===== src/rtl/rom_loader.sv =====
// Program-memory loader: assembles a little-endian byte stream into words and
// writes them to consecutive word addresses. Optional checksum word: ROM_LOADER_CHECKSUM_EN.
module rom_loader #(
  parameter int WIDTH = 32,
  parameter int DEPTH = 2048
) (
  input  logic             clock,
  input  logic             nreset,
  input  logic             start,
  input  logic [15:0]      load_words,
  input  logic [7:0]       in_data,
  input  logic             in_valid,
  output logic             in_ready,
  output logic             mem_wen,
  output logic [WIDTH-1:0] mem_address,
  output logic [WIDTH-1:0] mem_wdata,
  output logic             busy,
  output logic             done,
  output logic             error,
  output logic [1:0]       dbg_state
);

  // Byte handshake: a byte moves on a rising edge where in_valid && in_ready;
  // in_ready depends only on state, never on in_valid.
  typedef enum logic [1:0] {
    S_IDLE    = 2'd0,
    S_COLLECT = 2'd1,
    S_WRITE   = 2'd2,
    S_FINISH  = 2'd3
  } state_t;

  state_t           r_state;
  logic [1:0]       r_byte_cnt;
  logic [15:0]      r_word_cnt;
  logic [15:0]      r_load_words;
  logic [WIDTH-1:0] r_addr;
  logic [WIDTH-1:0] r_wdata;
  logic             r_done;
  logic             r_error;

  state_t           w_state_nxt;
  logic [1:0]       w_byte_cnt_nxt;
  logic [15:0]      w_word_cnt_nxt;
  logic [15:0]      w_load_words_nxt;
  logic [WIDTH-1:0] w_addr_nxt;
  logic [WIDTH-1:0] w_wdata_nxt;
  logic             w_done_nxt;
  logic             w_error_nxt;

  logic             w_start_ok;
  logic             w_lw_bad;
  logic             w_xfer;
  logic [15:0]      w_word_cnt_inc;
  logic             w_last_word;

`ifdef ROM_LOADER_CHECKSUM_EN
  logic [WIDTH-1:0] r_sum;
  logic             r_ck_phase;
  logic [WIDTH-1:0] w_sum_nxt;
  logic             w_ck_phase_nxt;
  logic [WIDTH-1:0] w_ck_word;
`endif

  assign w_start_ok     = start && ((r_state == S_IDLE) || (r_state == S_FINISH));
  assign w_lw_bad       = (load_words == 16'd0) || ({16'd0, load_words} > 32'(DEPTH));
  assign w_xfer         = in_valid && (r_state == S_COLLECT);
  assign w_word_cnt_inc = r_word_cnt + 16'd1;
  assign w_last_word    = (w_word_cnt_inc == r_load_words);

`ifdef ROM_LOADER_CHECKSUM_EN
  // The checksum word completes on its 4th byte; compare it without registering it.
  assign w_ck_word = WIDTH'({in_data, r_wdata[23:0]});
`endif

  always_comb begin
    w_state_nxt      = r_state;
    w_byte_cnt_nxt   = r_byte_cnt;
    w_word_cnt_nxt   = r_word_cnt;
    w_load_words_nxt = r_load_words;
    w_addr_nxt       = r_addr;
    w_wdata_nxt      = r_wdata;
    w_done_nxt       = r_done;
    w_error_nxt      = r_error;
`ifdef ROM_LOADER_CHECKSUM_EN
    w_sum_nxt        = r_sum;
    w_ck_phase_nxt   = r_ck_phase;
`endif
    case (r_state)
      S_IDLE, S_FINISH: begin
        if (w_start_ok) begin
          w_done_nxt       = 1'b0;
          w_error_nxt      = 1'b0;
          w_addr_nxt       = '0;
          w_byte_cnt_nxt   = 2'd0;
          w_word_cnt_nxt   = 16'd0;
          w_load_words_nxt = load_words;
`ifdef ROM_LOADER_CHECKSUM_EN
          w_sum_nxt        = '0;
          w_ck_phase_nxt   = 1'b0;
`endif
          if (w_lw_bad) begin
            w_state_nxt = S_FINISH;
            w_done_nxt  = 1'b1;
            w_error_nxt = 1'b1;
          end else begin
            w_state_nxt = S_COLLECT;
          end
        end
      end
      S_COLLECT: begin
        if (w_xfer) begin
          case (r_byte_cnt)
            2'd0:    w_wdata_nxt[7:0]   = in_data;
            2'd1:    w_wdata_nxt[15:8]  = in_data;
            2'd2:    w_wdata_nxt[23:16] = in_data;
            default: w_wdata_nxt[31:24] = in_data;
          endcase
          w_byte_cnt_nxt = r_byte_cnt + 2'd1;
          if (r_byte_cnt == 2'd3) begin
`ifdef ROM_LOADER_CHECKSUM_EN
            if (r_ck_phase) begin
              w_state_nxt = S_FINISH;
              w_done_nxt  = 1'b1;
              w_error_nxt = (w_ck_word != r_sum);
            end else begin
              w_state_nxt = S_WRITE;
            end
`else
            w_state_nxt = S_WRITE;
`endif
          end
        end
      end
      S_WRITE: begin
        w_addr_nxt     = r_addr + WIDTH'(4);
        w_word_cnt_nxt = w_word_cnt_inc;
`ifdef ROM_LOADER_CHECKSUM_EN
        w_sum_nxt      = r_sum + r_wdata;
        w_state_nxt    = S_COLLECT;
        if (w_last_word) begin
          w_ck_phase_nxt = 1'b1;
        end
`else
        if (w_last_word) begin
          w_state_nxt = S_FINISH;
          w_done_nxt  = 1'b1;
        end else begin
          w_state_nxt = S_COLLECT;
        end
`endif
      end
      default: w_state_nxt = S_IDLE;
    endcase
  end

  always_ff @(posedge clock or negedge nreset) begin
    if (!nreset) begin
      r_state      <= S_IDLE;
      r_byte_cnt   <= 2'd0;
      r_word_cnt   <= 16'd0;
      r_load_words <= 16'd0;
      r_addr       <= '0;
      r_wdata      <= '0;
      r_done       <= 1'b0;
      r_error      <= 1'b0;
`ifdef ROM_LOADER_CHECKSUM_EN
      r_sum        <= '0;
      r_ck_phase   <= 1'b0;
`endif
    end else begin
      r_state      <= w_state_nxt;
      r_byte_cnt   <= w_byte_cnt_nxt;
      r_word_cnt   <= w_word_cnt_nxt;
      r_load_words <= w_load_words_nxt;
      r_addr       <= w_addr_nxt;
      r_wdata      <= w_wdata_nxt;
      r_done       <= w_done_nxt;
      r_error      <= w_error_nxt;
`ifdef ROM_LOADER_CHECKSUM_EN
      r_sum        <= w_sum_nxt;
      r_ck_phase   <= w_ck_phase_nxt;
`endif
    end
  end

  assign in_ready    = (r_state == S_COLLECT);
  assign mem_wen     = (r_state == S_WRITE);
  assign busy        = (r_state == S_COLLECT) || (r_state == S_WRITE);
  assign mem_address = r_addr;
  assign mem_wdata   = r_wdata;
  assign done        = r_done;
  assign error       = r_error;
  assign dbg_state   = r_state;

endmodule


===== config.mk =====
export PLATFORM = sky130hd
export DESIGN_NAME = rom_loader
export DESIGN_NICKNAME = d
export VERILOG_FILES = /design/src/rtl/rom_loader.sv
export SDC_FILE = /design/constraint.sdc
export NUM_CORES = 1
export LEC_CHECK = 0
export ABC_AREA = 0
export CORE_AREA = 2 2 83 145
export CTS_BUF_LIST = sky130_fd_sc_hd__clkbuf_4 sky130_fd_sc_hd__clkbuf_8
export DETAILED_ROUTE_END_ITERATION = 8
export DIE_AREA = 0 0 85 147
export GPL_TIMING_DRIVEN = 0
export PLACE_DENSITY_LB_ADDON = 0.15
export SETUP_SLACK_MARGIN = 0.4
export SLEW_MARGIN = 30
export SYNTH_ARGS = -nofsm -noshare
export SYNTH_HDL_FRONTEND = slang
export SYNTH_SLANG_ARGS = --single-unit

===== constraint.sdc =====
create_clock -name clock -period 2.3 [get_ports clock]
set_input_delay 0.345 -clock clock [delete_from_list [all_inputs] [get_ports clock]]
set_output_delay 0.345 -clock clock [all_outputs]
set_load 0.01 [all_outputs]

[After elaboration in Yosys (flattened, before gate mapping)]
Cells that the tools add are included.
Widths: inputs -> output; s select.
Word-level totals
  bits in registers: 102
  bits in latches: 0
  memory bits (writable): 0
  ROM bits: 0
  bits of input ports: 28
  output and inout port bits: 71
  logic and storage cells: 65
  memories kept: 0
Cells by class
  $add $sub $neg: 3
  multiply operators: 0
  divide/modulo/power cells: 0
  order comparisons: 1
  equality and inequality tests: 11
  shift-type cells: 0
  muxes and demuxes: 17
  bitwise logic cells: 1
  reductions and logical operators: 21
Operators with widths (count)
  $pmux 32 s2: 1
  $add 32x3->32 const B: 1
  $mux 32: 1
  $pmux 16 s2: 1
  $reduce_and 3->1: 7
  $add 16x1->16 const B: 1
  $eq 16x16->1: 1
  $gt 16x12->1 const B: 1
  $logic_not 16->1: 1
  $mux 16: 1
  $mux 2: 7
  $eq 2x2->1 const B: 4
  $ne 2x1->1 const B: 3
  $pmux 2 s3: 1
  $eq 2x1->1 const B: 2
  $logic_not 2->1: 2
  $pmux 2 s2: 1
  $reduce_and 2->1: 2
  $reduce_bool 2->1: 2
  $logic_or 1x1->1: 3
  $mux 1: 3
  $reduce_or 3->1: 1
  $add 2x1->2 const B: 1
  $logic_and 1x1->1: 2
  4 further kinds: 4

[Longest topological paths before layout]
  word-level depth: 5
  depth in mapped cells: 10
  depth with buffers taken out: 9

[Worst setup path before layout]
No wires, ideal clock.
  path kind: register -> register
  start: reg r_state[0] (netlist: dbg_state[0])
  end: reg r_addr[29] (netlist: mem_address[29])
  setup time: 0.132 ns
  arrival time: 2.078 ns
  path slack: 0.090 ns
  stages on the path, launching flop included: 11
  path buffers: 1
  period minus slack after synthesis: 2.210 ns
  path through: dfrtp_1 > inv_1 > ha_1 > buf_2 > mux2i_1 > nor2_1 > nand3_1 > nor2_1 > nand4_1 > xor2_1 > nor2_1
On the way
  longest elaborated chain between the ends: 5
  elaborated cells between the ends (all ways): 10
  those cells by class: eq/ne: 3; mux: 1; reduce/logical: 6
RTL lines
  from (decl): line 32  | state_t r_state;
  from (signal assigned): line 171  | r_state <= w_state_nxt;
  $eq 2x2->1 / $logic_not 2->1 (equally long branches): line 64, 88
  $logic_or 1x1->1: line 64  | assign w_start_ok = start && ((r_state == S_IDLE) || (r_state == S_FINISH));
  $logic_and 1x1->1: line 64
  $ne 2x2->1 (no source line)
  $reduce_and 2->1 (no source line)
  to (signal assigned): line 175  | r_addr <= w_addr_nxt;
  to (decl): line 36  | logic [WIDTH-1:0] r_addr;
Several ways; a longest one is shown, not always the timed one.
A chain may end at the register's enable or synchronous reset.

[Final worst setup path]
  start: reg r_state[0] (netlist: dbg_state[0])
  end: reg r_addr[11] (netlist: mem_address[11])
The elaborated chain is that of the path after synthesis.

==> metrics <==
outcome=finished clean; area growth from synthesis to layout=46.8%; GRT Max-Usage Layer=met2; Synth Cell Area=4990 sq um; M1 GR Usage=0.232; CP Class=register to register; core area=11400 sq um; number of synthesized flops with an enable pin=0; clock skew=0.0123 ns; Final Cell Area=7330 sq um; CP arrival=2.37 ns; Die Wd=85 microns; Worst Setup Start Kind=register; Max Cap Viol=0; GRT overflow=0; Clock Latency Late Sink=0.37 ns; min-delay worst type=input pin to async pin; worst rel slew slack=0.551; root buffer cell=clkbuf_8; grt met2 use=0.356; CTS tree=yes; Routed Antenna Nets=0; share of layout cells above drive strength 1=0.339; # H-tree levels=3; Setup violations, final=0; Post-Syn Instances=468; Tot Pwr=7.06 mW; met3 usage=0.0354; Die Area=12500 sq um; Max IR drop VDD=645 uV; vias in the first global route=4169; flops & latches, synth=100; asr flop ratio synth=1.00; commonest cells in the synthesized netlist=dfrtp_1, mux2_2, nor2_1; final core utilization=0.644; first-pass GRT wire length=20.4 mm; most instantiated library cell after synthesis=dfrtp_1; Ys Warns=0; Max Fanout on Critical Path=6; WP data required=2.60 ns; synthesized area per cell=10.7 sq um; gpl congestion=0.919; Iteration-0 DRC Markers=146; gr usage total=0.201; Top Ports=99; NumNets Final=669; Worst Setup End Kind=register; antenna diode count=0; initial antenna violation count=0; dpl cell area=6230 sq um; post-synth top area share=0.501; top_reg_cell synth=dfrtp_1; vias post-DR=4253; chip height=147 microns; Finished Layout Cells=772; Via-to-Cell Ratio=5.51; drt first pass iters=4; IO buf count=95; endpoints failing hold=0; final worst-path cycle share=0.904; number of remaining DRC errors=0; fin. max-slew vios=0; Synth area leader=dfrtp_1; Leak=3.18 nW; TritonCTS Sinks=100; maximum clock frequency=481 MHz; hpwl dp=8.55 mm; DP Cell Count=700; R2R Path Start=dbg_state[0]$_DFFE_PN0P_; Seq/Total Area, Yosys=0.501; Starting Density=0.439; Netlist cell types=50; PwrDens=963 nW/um^2; unrepaired setup endpoints after global routing=true; synth top area cells=dfrtp_1, mux2_2, xor2_1; floorplan row count=52; crit path time final=2.08 ns; Longest Clk Path Bufs=2; largest net degree at the start of global routing=69; CP Launch Point=dbg_state[0]$_DFFE_PN0P_; setup TNS=0 ns; CTS buffer count=9; Wirelength per Cell=16.5 microns; slew at the pin closest to its max-slew limit=0.673 ns; Post-Route WL=12.7 mm; Reg clk slew, reported paths=0.11 ns
## through the flow
step	hold slack (ns)	setup slack, ns
floorplan	0.0494	0.196
global placement	0.486	-3.18
detailed placement	0.259	-0.150
CTS	0.418	0.255
global route	0.440	0.0958
finish	0.416	0.222
## critical path, stage by stage (launching register included)
cell	delay, ns
dfrtp_1	0.41
inv_2	0.07
ha_4	0.19
buf_6	0.12
mux2i_4	0.22
nor2_4	0.19
nand4_1	0.25
or3_4	0.44
a21oi_2	0.12
## final timing paths
kind,end,slack (ns),cells after the start
worst max-delay path,mem_address[11]$_DFFE_PN0P_,0.22,8
worst min-delay path,mem_address[25]$_DFFE_PN0P_,0.42,2
worst max register to register,mem_address[11]$_DFFE_PN0P_,0.22,8
worst min register to register,mem_wdata[31]$_DFFE_PN0P_,0.51,1
max in group asynchronous,r_word_cnt[9]$_DFFE_PN0P_,1.22,3
min in group clock,mem_wdata[31]$_DFFE_PN0P_,0.51,1
## cell families (layout without fill, tap and decap cells)
family,count (synthesis),count (layout),share of synthesized area
and+or+nand+nor,158,158,0.167
DFF,100,100,0.501
AOI/OAI and AO/OA,78,78,0.0949
muxes,51,51,0.114
xor gates and xnor gates,41,41,0.0719
buffers and inverters,30,198,0.0273
adders and majority gates,9,9,0.0225
other,1,2,0.000751
## cell type report
cell class	count	area (sq um)
fill	899	4050
multi-input combinational	339	2760
inverter	7	26.3
buffer	23	211
clock buffer	9	124
timing repair buffer	152	1450
tap	135	169
clock inverter	7	83.8
sequential	100	2510
## state kept, by name, indices dropped and copies added (netlist names)
name and cells:
dbg_state 2, done 1, error 1, mem_address 30
mem_wdata 32, r_byte_cnt 2, r_load_words 16, r_word_cnt 16
## layer usage
metal  up-vias  share of wire
li1       1989              -
met1      2101           0.38
met4         0          0.040
met5         -              0
met2       130           0.54
met3        33          0.038
## timing repair
action / 4_1_cts / 5_1_grt
hold buffers: 1 / 0
setup endpoints to repair: 93 / 77
pin swaps: 31 / 29
buffers inserted: 39 / 16
endpoints found under the hold margin: 32 / 0
gates resized for setup: 78 / 57
## power by group
part           internal [mW]  leakage (nW)  switching, mW  total, mW
logic                   1.82          1.80           1.49       3.31
clock network          0.520         0.102          0.652       1.17
registers               2.25          1.28          0.332       2.58
## layout by cell type, fill, tap and decap left out, drive strengths merged, types with 3 or more instances in the layout
| cell type | netlist | layout |
|---|---|---|
| a21oi | 20 | 20 |
| a22o | 3 | 3 |
| a31oi | 3 | 3 |
| and2 | 4 | 4 |
| and3 | 5 | 5 |
| and4 | 8 | 8 |
| buf | 10 | 73 |
| clkbuf | 13 | 18 |
| clkdlybuf4s50 | 0 | 90 |
| clkinv | 0 | 3 |
| dfrtp | 100 | 100 |
| ha | 9 | 9 |
| inv | 7 | 9 |
| mux2 | 49 | 49 |
| nand2 | 26 | 26 |
| nand2b | 7 | 7 |
| nand3 | 31 | 31 |
| nand4 | 12 | 12 |
| nor2 | 44 | 44 |
| nor3 | 5 | 5 |
| nor4 | 3 | 3 |
| o21ai | 34 | 34 |
| o31ai | 4 | 4 |
| or3 | 5 | 5 |
| xnor2 | 17 | 17 |
| xor2 | 24 | 24 |
(Power assumes the default switching activity.)
